## src/rtl/dmem_port_arbiter_pkg.sv

```systemverilog
// rtl/dmem_port_arbiter_pkg.sv - shared pipeline constants and arbiter state encoding
//
// Purpose: state encoding for the data-memory port arbiter and the default
// DATA_W / ADDR_W widths shared with the EX/MEM and MEM/WB pipeline registers.
package dmem_port_arbiter_pkg;

  localparam int DATA_W_DEF = 32;
  localparam int ADDR_W_DEF = 8;

  localparam logic ARB_IDLE   = 1'b0;
  localparam logic ARB_SERVE1 = 1'b1;

  typedef enum logic {
    ST_IDLE   = ARB_IDLE,
    ST_SERVE1 = ARB_SERVE1
  } arb_state_e;

endpackage

```

## src/rtl/dmem_arb_perf_cnt.sv

```systemverilog
// rtl/dmem_arb_perf_cnt.sv - saturating event counter for arbiter conflicts
//
// Purpose: counts conflict events, sticks at all-ones, cleared only by reset.
// Ports:
//   clk     in   clock, rising edge
//   reset   in   asynchronous reset, active-high
//   inc_i   in   one-cycle event pulse
//   cnt_o   out  CNT_W-bit saturating count
module dmem_arb_perf_cnt #(
  parameter int CNT_W = 16
) (
  input  logic             clk,
  input  logic             reset,
  input  logic             inc_i,
  output logic [CNT_W-1:0] cnt_o
);

  logic [CNT_W-1:0] cnt_q;
  logic [CNT_W-1:0] cnt_d;

  always_comb begin
    cnt_d = cnt_q;
    if (inc_i && (cnt_q != {CNT_W{1'b1}})) begin
      cnt_d = cnt_q + 1'b1;
    end
  end

  always_ff @(posedge clk or posedge reset) begin
    if (reset) begin
      cnt_q <= '0;
    end else begin
      cnt_q <= cnt_d;
    end
  end

  assign cnt_o = cnt_q;

endmodule

```

## src/rtl/dmem_port_arbiter.sv

```systemverilog
// rtl/dmem_port_arbiter.sv - single-port data memory arbiter for the two issue slots
//
// Purpose: shares one data memory port between slot0 (older) and slot1
// (younger). A same-cycle conflict is serialized in program order: slot0 is
// served while mem_stall freezes the pipeline, slot1 is served the next cycle.
// Optional feature macro: DMEM_ARB_PERF_CNT_EN (saturating conflict counter;
// when undefined conflict_cnt is tied to 0).
// Ports:
//   clk, reset                          clock / async active-high reset
//   mem_read_sN, mem_write_sN           slot N load / store in MEM stage
//   addr_sN, wdata_sN                   slot N word address / store data
//   dmem_rdata                          combinational memory read data
//   dmem_addr, dmem_wdata, dmem_we      memory address / write data / write enable
//   rdata_s0, rdata_s1                  load results toward MEM/WB
//   mem_stall                           freeze pipeline up to EX/MEM
//   grant_s1                            current access belongs to slot1
//   conflict_cnt                        conflict count (optional feature)
module dmem_port_arbiter
  import dmem_port_arbiter_pkg::*;
#(
  parameter int ADDR_W = ADDR_W_DEF,
  parameter int DATA_W = DATA_W_DEF,
  parameter int CNT_W  = 16
) (
  input  logic              clk,
  input  logic              reset,
  input  logic              mem_read_s0,
  input  logic              mem_write_s0,
  input  logic [ADDR_W-1:0] addr_s0,
  input  logic [DATA_W-1:0] wdata_s0,
  input  logic              mem_read_s1,
  input  logic              mem_write_s1,
  input  logic [ADDR_W-1:0] addr_s1,
  input  logic [DATA_W-1:0] wdata_s1,
  input  logic [DATA_W-1:0] dmem_rdata,
  output logic [ADDR_W-1:0] dmem_addr,
  output logic [DATA_W-1:0] dmem_wdata,
  output logic              dmem_we,
  output logic [DATA_W-1:0] rdata_s0,
  output logic [DATA_W-1:0] rdata_s1,
  output logic              mem_stall,
  output logic              grant_s1,
  output logic [CNT_W-1:0]  conflict_cnt
);

  arb_state_e        state_q, state_d;
  logic [DATA_W-1:0] hold_q, hold_d;
  logic              req0, req1;

  // A slot with both read and write set is treated as a store, since the
  // write enable is taken straight from mem_write.
  assign req0 = mem_read_s0 | mem_write_s0;
  assign req1 = mem_read_s1 | mem_write_s1;

  always_comb begin
    state_d    = state_q;
    hold_d     = hold_q;
    dmem_addr  = addr_s0;
    dmem_wdata = wdata_s0;
    dmem_we    = 1'b0;
    mem_stall  = 1'b0;
    grant_s1   = 1'b0;
    rdata_s0   = '0;
    rdata_s1   = '0;

    case (state_q)
      ST_IDLE: begin
        if (req0) begin
          dmem_we  = mem_write_s0;
          rdata_s0 = dmem_rdata;
          if (req1) begin
            // Keep slot0's load data across the freeze cycle.
            mem_stall = 1'b1;
            hold_d    = dmem_rdata;
            state_d   = ST_SERVE1;
          end
        end else if (req1) begin
          dmem_addr  = addr_s1;
          dmem_wdata = wdata_s1;
          dmem_we    = mem_write_s1;
          grant_s1   = 1'b1;
          rdata_s1   = dmem_rdata;
        end
      end
      ST_SERVE1: begin
        // Pipeline is frozen, so slot1 inputs still hold the deferred access.
        dmem_addr  = addr_s1;
        dmem_wdata = wdata_s1;
        dmem_we    = mem_write_s1;
        grant_s1   = 1'b1;
        rdata_s0   = hold_q;
        rdata_s1   = dmem_rdata;
        state_d    = ST_IDLE;
      end
      default: state_d = ST_IDLE;
    endcase

    // Outputs drop immediately with reset, so an abandoned slot1 store
    // cannot land while reset is held.
    if (reset) begin
      dmem_we   = 1'b0;
      mem_stall = 1'b0;
      grant_s1  = 1'b0;
      rdata_s0  = '0;
      rdata_s1  = '0;
    end
  end

  always_ff @(posedge clk or posedge reset) begin
    if (reset) begin
      state_q <= ST_IDLE;
      hold_q  <= '0;
    end else begin
      state_q <= state_d;
      hold_q  <= hold_d;
    end
  end

`ifdef DMEM_ARB_PERF_CNT_EN
  logic conflict_start;
  assign conflict_start = (state_q == ST_IDLE) & req0 & req1;

  dmem_arb_perf_cnt #(
    .CNT_W (CNT_W)
  ) u_perf_cnt (
    .clk   (clk),
    .reset (reset),
    .inc_i (conflict_start),
    .cnt_o (conflict_cnt)
  );
`else
  assign conflict_cnt = '0;
`endif

endmodule

```

## config.mk

```make
export PLATFORM = sky130hd
export DESIGN_NAME = dmem_port_arbiter
export DESIGN_NICKNAME = d
export VERILOG_FILES = /design/src/rtl/dmem_port_arbiter_pkg.sv /design/src/rtl/dmem_arb_perf_cnt.sv /design/src/rtl/dmem_port_arbiter.sv
export SDC_FILE = /design/constraint.sdc
export NUM_CORES = 1
export LEC_CHECK = 0
export ABC_CLOCK_PERIOD_IN_PS = 2200
export BUFFER_PORTS_ARGS = -buffer_cell sky130_fd_sc_hd__buf_2
export CAP_MARGIN = 20
export CORE_AREA = 2 2 94 96
export CTS_CLUSTER_DIAMETER = 150
export DETAILED_ROUTE_END_ITERATION = 8
export DIE_AREA = 0 0 96 98
export GPL_ROUTABILITY_DRIVEN = 0
export GPL_TIMING_DRIVEN = 1
export HOLD_SLACK_MARGIN = 0.1
export PLACE_DENSITY = 0.8
export SYNTH_ARGS = -nofsm -noshare
export SYNTH_HDL_FRONTEND = slang
export SYNTH_SLANG_ARGS = --single-unit
```

## constraint.sdc

```tcl
create_clock -name clk -period 2.2 [get_ports clk]
set_clock_uncertainty 0.15 [all_clocks]
set_input_delay 0.44 -clock clk [delete_from_list [all_inputs] [get_ports clk]]
set_output_delay 0.44 -clock clk [all_outputs]
set_load 0.05 [all_outputs]
```

# After elaboration in Yosys (flattened, before gate mapping)
# Cells that the tools add are included.
# word_totals
out_inout_bits	123
reg_bits	33
input_bits	118
# op_classes
n_mux	25
n_reduce_logical	1
bitwise_logic	3
# op_table
operator	count
32-bit two-way mux	7
32-bit case mux with 2 select lines	3
8-bit two-way mux	2
8-bit case mux with 2 select lines	1
1-bit two-way mux	9
1-bit case mux with 2 select lines	3
3-bit AND reduction	1
1-bit bitwise OR	2
1-bit NOT	1

# Depth between registers and ports, before layout
# logic_depth
word_depth	5
mapped_depth	7
ltp_nobuf	3

# Worst setup path after synthesis
# OpenSTA, ideal clock, no wires.
# synth_path
path_kind	input to output
from	input port mem_read_s0
to	output port rdata_s1[10]
required_ps	1610
arrival_time_ps	2103
setup_slack_ps	-493
stages	4
path_buffers	1
path_cell_list	nor2_1 a21oi_4 clkbuf_1 nor3b_1
# synth_between
elab_chain_cells	4
# synth_rtl
item	line_no	text
start, declared	dmem_port_arbiter.sv:27	input logic mem_read_s0,
1-bit bitwise OR	dmem_port_arbiter.sv:52	assign req0 = mem_read_s0 | mem_write_s0;
32-bit two-way mux	dmem_port_arbiter.sv:68	if (req0) begin
32-bit case mux with 2 select lines	dmem_port_arbiter.sv:66	case (state_q)
32-bit two-way mux	dmem_port_arbiter.sv:100	if (reset) begin
end, declared	dmem_port_arbiter.sv:40	output logic [DATA_W-1:0] rdata_s1,
# No other way between the ends.

# Worst setup path in the final report
# layout_path
from	input port mem_read_s1
to	output port dmem_wdata[16]
# layout_between
elab_chain_cells	4
# layout_rtl
item	line_no	text
start, declared	dmem_port_arbiter.sv:31	input logic mem_read_s1,
1-bit bitwise OR	dmem_port_arbiter.sv:53	assign req1 = mem_read_s1 | mem_write_s1;
32-bit two-way mux	dmem_port_arbiter.sv:77	end else if (req1) begin
32-bit two-way mux	dmem_port_arbiter.sv:68	
32-bit case mux with 2 select lines	dmem_port_arbiter.sv:66	
end, declared	dmem_port_arbiter.sv:37	output logic [DATA_W-1:0] dmem_wdata,
# No other way between the ends.

==> metrics.md <==
| Metric | Value |
|---|---|
| Status | complete, but fails checks |
| Failing checks | setup timing |
| Grt ovf | 0 |
| Starting DRT DRC Count | 59 |
| Synthesized area per cell | 10.52 sq um |
| Fin crit period | 2.408 ns |
| Drt pass-1 iters | 4 |
| Initial antenna violation count | 0 |
| Sequential area share after synthesis | 30.67% |
| Synth warn | 0 |
| Clock transition at the registers of the reported paths | 0.07 ns |
| Worst hold path endpoint | hold_q[9]$_DFFE_PP0P_ |
| Final Hold Violating Endpoints | 0 |
| Min-Delay Path Class | in -> reg |
| Max Cap Violations | 0 |
| Crit-path max FO | 9 |
| Die X | 96 microns |
| Library cells used by synthesis | 21 |
| Longest Clk Path Bufs | 2 |
| Multi-input gate area | 2377 sq um |
| Peak VDD IR | 390.5 uV |
| Final nets | a little over 600 |
| Vias in the first global route | 3,129 |
| Mapped Cells | roughly 260 |
| Syn-to-layout area delta | 121.5% |
| Hold path depth | 2 |
| Final WL | 13.02 mm |
| RSZ-0062 raised after global routing | yes |
| Number of hold buffers added after CTS | 0 |
| DRC | 0 |
| Routed Antenna Nets | 0 |
| DP HPWL | approximately 7.8 mm |
| R2R Path End | hold_q[17]$_DFFE_PP0P_ |
| DIE HEIGHT | 98 microns |
| First-pass GRT wire length | 16.97 mm |
| Period Utilization, post-route | 109.5% |
| CTS buffer count | 5 |
| Synth Cell Area | 2693 sq um |
| Max-slew violation total from the final report | 0 |
| I/O pin count | roughly 240 |
| Layout Cells excl Fill | 608 |
| Clk_lat worst skew | 0.27 ns |
| F_max | 415.2 MHz |
| Leakage power | 2.808 nW |
| Placed Instances | 577 |
| CP Launch Type | input pin |
| CP Capture Type | primary output |
| Vias/cell | between 5 and 6 |
| CTS H-tree depth | 2 |
| Final WS setup | -0.2084 ns |
| Core ar. | 8466 sq um |
| Critical setup path kind | in -> out |
| Pin count of the biggest net entering global routing | 34 |
| Req. time, crit path | 1.61 ns |
| Setup violators final | 76 |
| Filler Cell Count | ~580 |
| R2R Path Start | state_q$_DFF_PP0_ |
| Arr. time, crit path | ~1.8 ns |
| R2R depth | 6 |
| Die ar. | 9408 sq um |
| Initial Util | 31.81% |
| GRT Util Overall | approximately a quarter |
| Total vias in the final route | 3,095 |
| Finished Core Util | 70.44% |
| Share of cells above drive strength 1 | 88.60% |
| Sequential cell area | 825.8 sq um |
| PortBufs | 224 |
| CTS tree | done |
| Wire per inst | 21.42 microns |
| Total negative slack | -10.14 ns |
| Power per cell area | roughly 660 nW/um^2 |
| Antenna Cells | 0 |
| Row count | 34 |
| CTS root buf | clkbuf_8 |
| Worst R2R Setup Slack | 0.16 ns |
| Hold Startpoint | dmem_rdata[9] |
| FF+latch count, synth | 33 |
| TritonCTS Sinks | 33 |
==> cells in the mapped netlist <==
cell / n / area share, %
nand2b_1: 1 / 0.23
nor3b_1: 32 / 8.9
mux2_1: 3 / 1.3
conb_1: 1 / 0.14
a22oi_1: 32 / 8.9
and2_4: 1 / 0.33
buf_4: 17 / 4.7
clkbuf_1: 16 / 2.2
o21ba_1: 1 / 0.37
mux2_2: 40 / 17
buf_2: 4 / 0.74
dfrtp_1: 33 / 31
a21oi_4: 1 / 0.60
and3_1: 1 / 0.23
mux2_4: 29 / 16
buf_6: 5 / 2.1
or2_2: 1 / 0.23
nor2_1: 34 / 4.7
a21oi_1: 1 / 0.19
o21ai_0: 1 / 0.19
inv_1: 2 / 0.28
==> worst max-delay path by stage <==
stage,start,end,slack (ns),depth (start not counted)
after CTS,mem_write_s1,dmem_wdata[30],-0.23,7
after global placement,mem_read_s1,dmem_wdata[9],-0.27,6
after floorplan,mem_read_s0,rdata_s1[0],-0.45,4
after detailed placement,mem_read_s1,dmem_wdata[25],-0.31,6
after global routing,mem_read_s1,dmem_addr[7],-0.23,7
final,mem_read_s1,dmem_wdata[16],-0.21,7
==> layout by cell type, fill, tap and decap left out, drive strengths merged <==
| cell type | count |
|---|---|
| conb | 16 |
| and3 | 1 |
| dfrtp | 33 |
| clkinvlp | 1 |
| buf | 255 |
| o21ba | 1 |
| a21oi | 2 |
| nor2 | 34 |
| or2 | 1 |
| nand2b | 1 |
| mux2 | 72 |
| a22oi | 32 |
| o21ai | 1 |
| bufinv | 1 |
| and2 | 1 |
| clkbuf | 15 |
| inv | 1 |
| nor3b | 32 |
==> metal layers <==
| metal | part of all wire (%) | GRT usage [%] |
|---|---|---|
| met5 | 0 | 0 |
| met4 | 1.7 | 4.945 |
| met3 | 5.4 | 4.707 |
| met2 | 56 | 43.86 |
| met1 | 37 | 27.06 |
==> per-stage QoR <==
step	hold WS, ns	instance area [sq um]	setup WS (ns)	power, mW
floorplan	0.3316	3194	-0.4524	2.269
global placement	0.3421	4374	-0.2737	2.625
detailed placement	0.3437	4374	-0.3140	2.654
CTS	0.2650	5383	-0.2286	3.660
global route	0.2751	5963	-0.2335	4.095
finish	0.2771	5963	-0.2084	3.945
==> area by class of cell <==
class | count | share of cell area (%)
clock buffer | 7 | 1.448
timing repair buffer | 263 | 41.88
tap | 108 | 2.266
multi-input combinational | 194 | 39.87
clock inverter | 1 | 0.5036
sequential | 33 | 13.85
inverter | 2 | 0.1888
==> registers in the layout, indices dropped and copies added, names as in the netlist <==
name / count
hold_q: 32
state_q: 1
==> report_power, final <==
group          internal (mW)  switching (mW)
Combinational           1.14            1.40
Clock                  0.369           0.215
Sequential             0.728          0.0912
Total                   2.24            1.71
==> worst max-delay path, cell delays in order <==
cell and delay, ns:
buf_6 0.09, or2_4 0.25, a21oi_4 0.22, buf_12 0.17
buf_16 0.16, mux2_4 0.32, buf_8 0.15
==> logic make-up (layout without fill, tap and decap cells) <==
| family | after synthesis | in the layout | synth area share, % |
|---|---|---|---|
| other | 1 | 16 | 0.1393 |
| flip-flops | 33 | 33 | 30.67 |
| multiplexers | 72 | 72 | 34.15 |
| AO/OA/AOI/OAI | 36 | 36 | 10.27 |
| AND/OR/NAND/NOR | 70 | 70 | 14.68 |
| buffers and inverters | 44 | 273 | 10.08 |
==> timing repair <==
item	in CTS	in global routing
resized for setup	221	98
endpoints found under the setup margin	106	99
pin swaps	3	10
cloned	4	9
setup buffers	6	7
(Power assumes the default switching activity.)
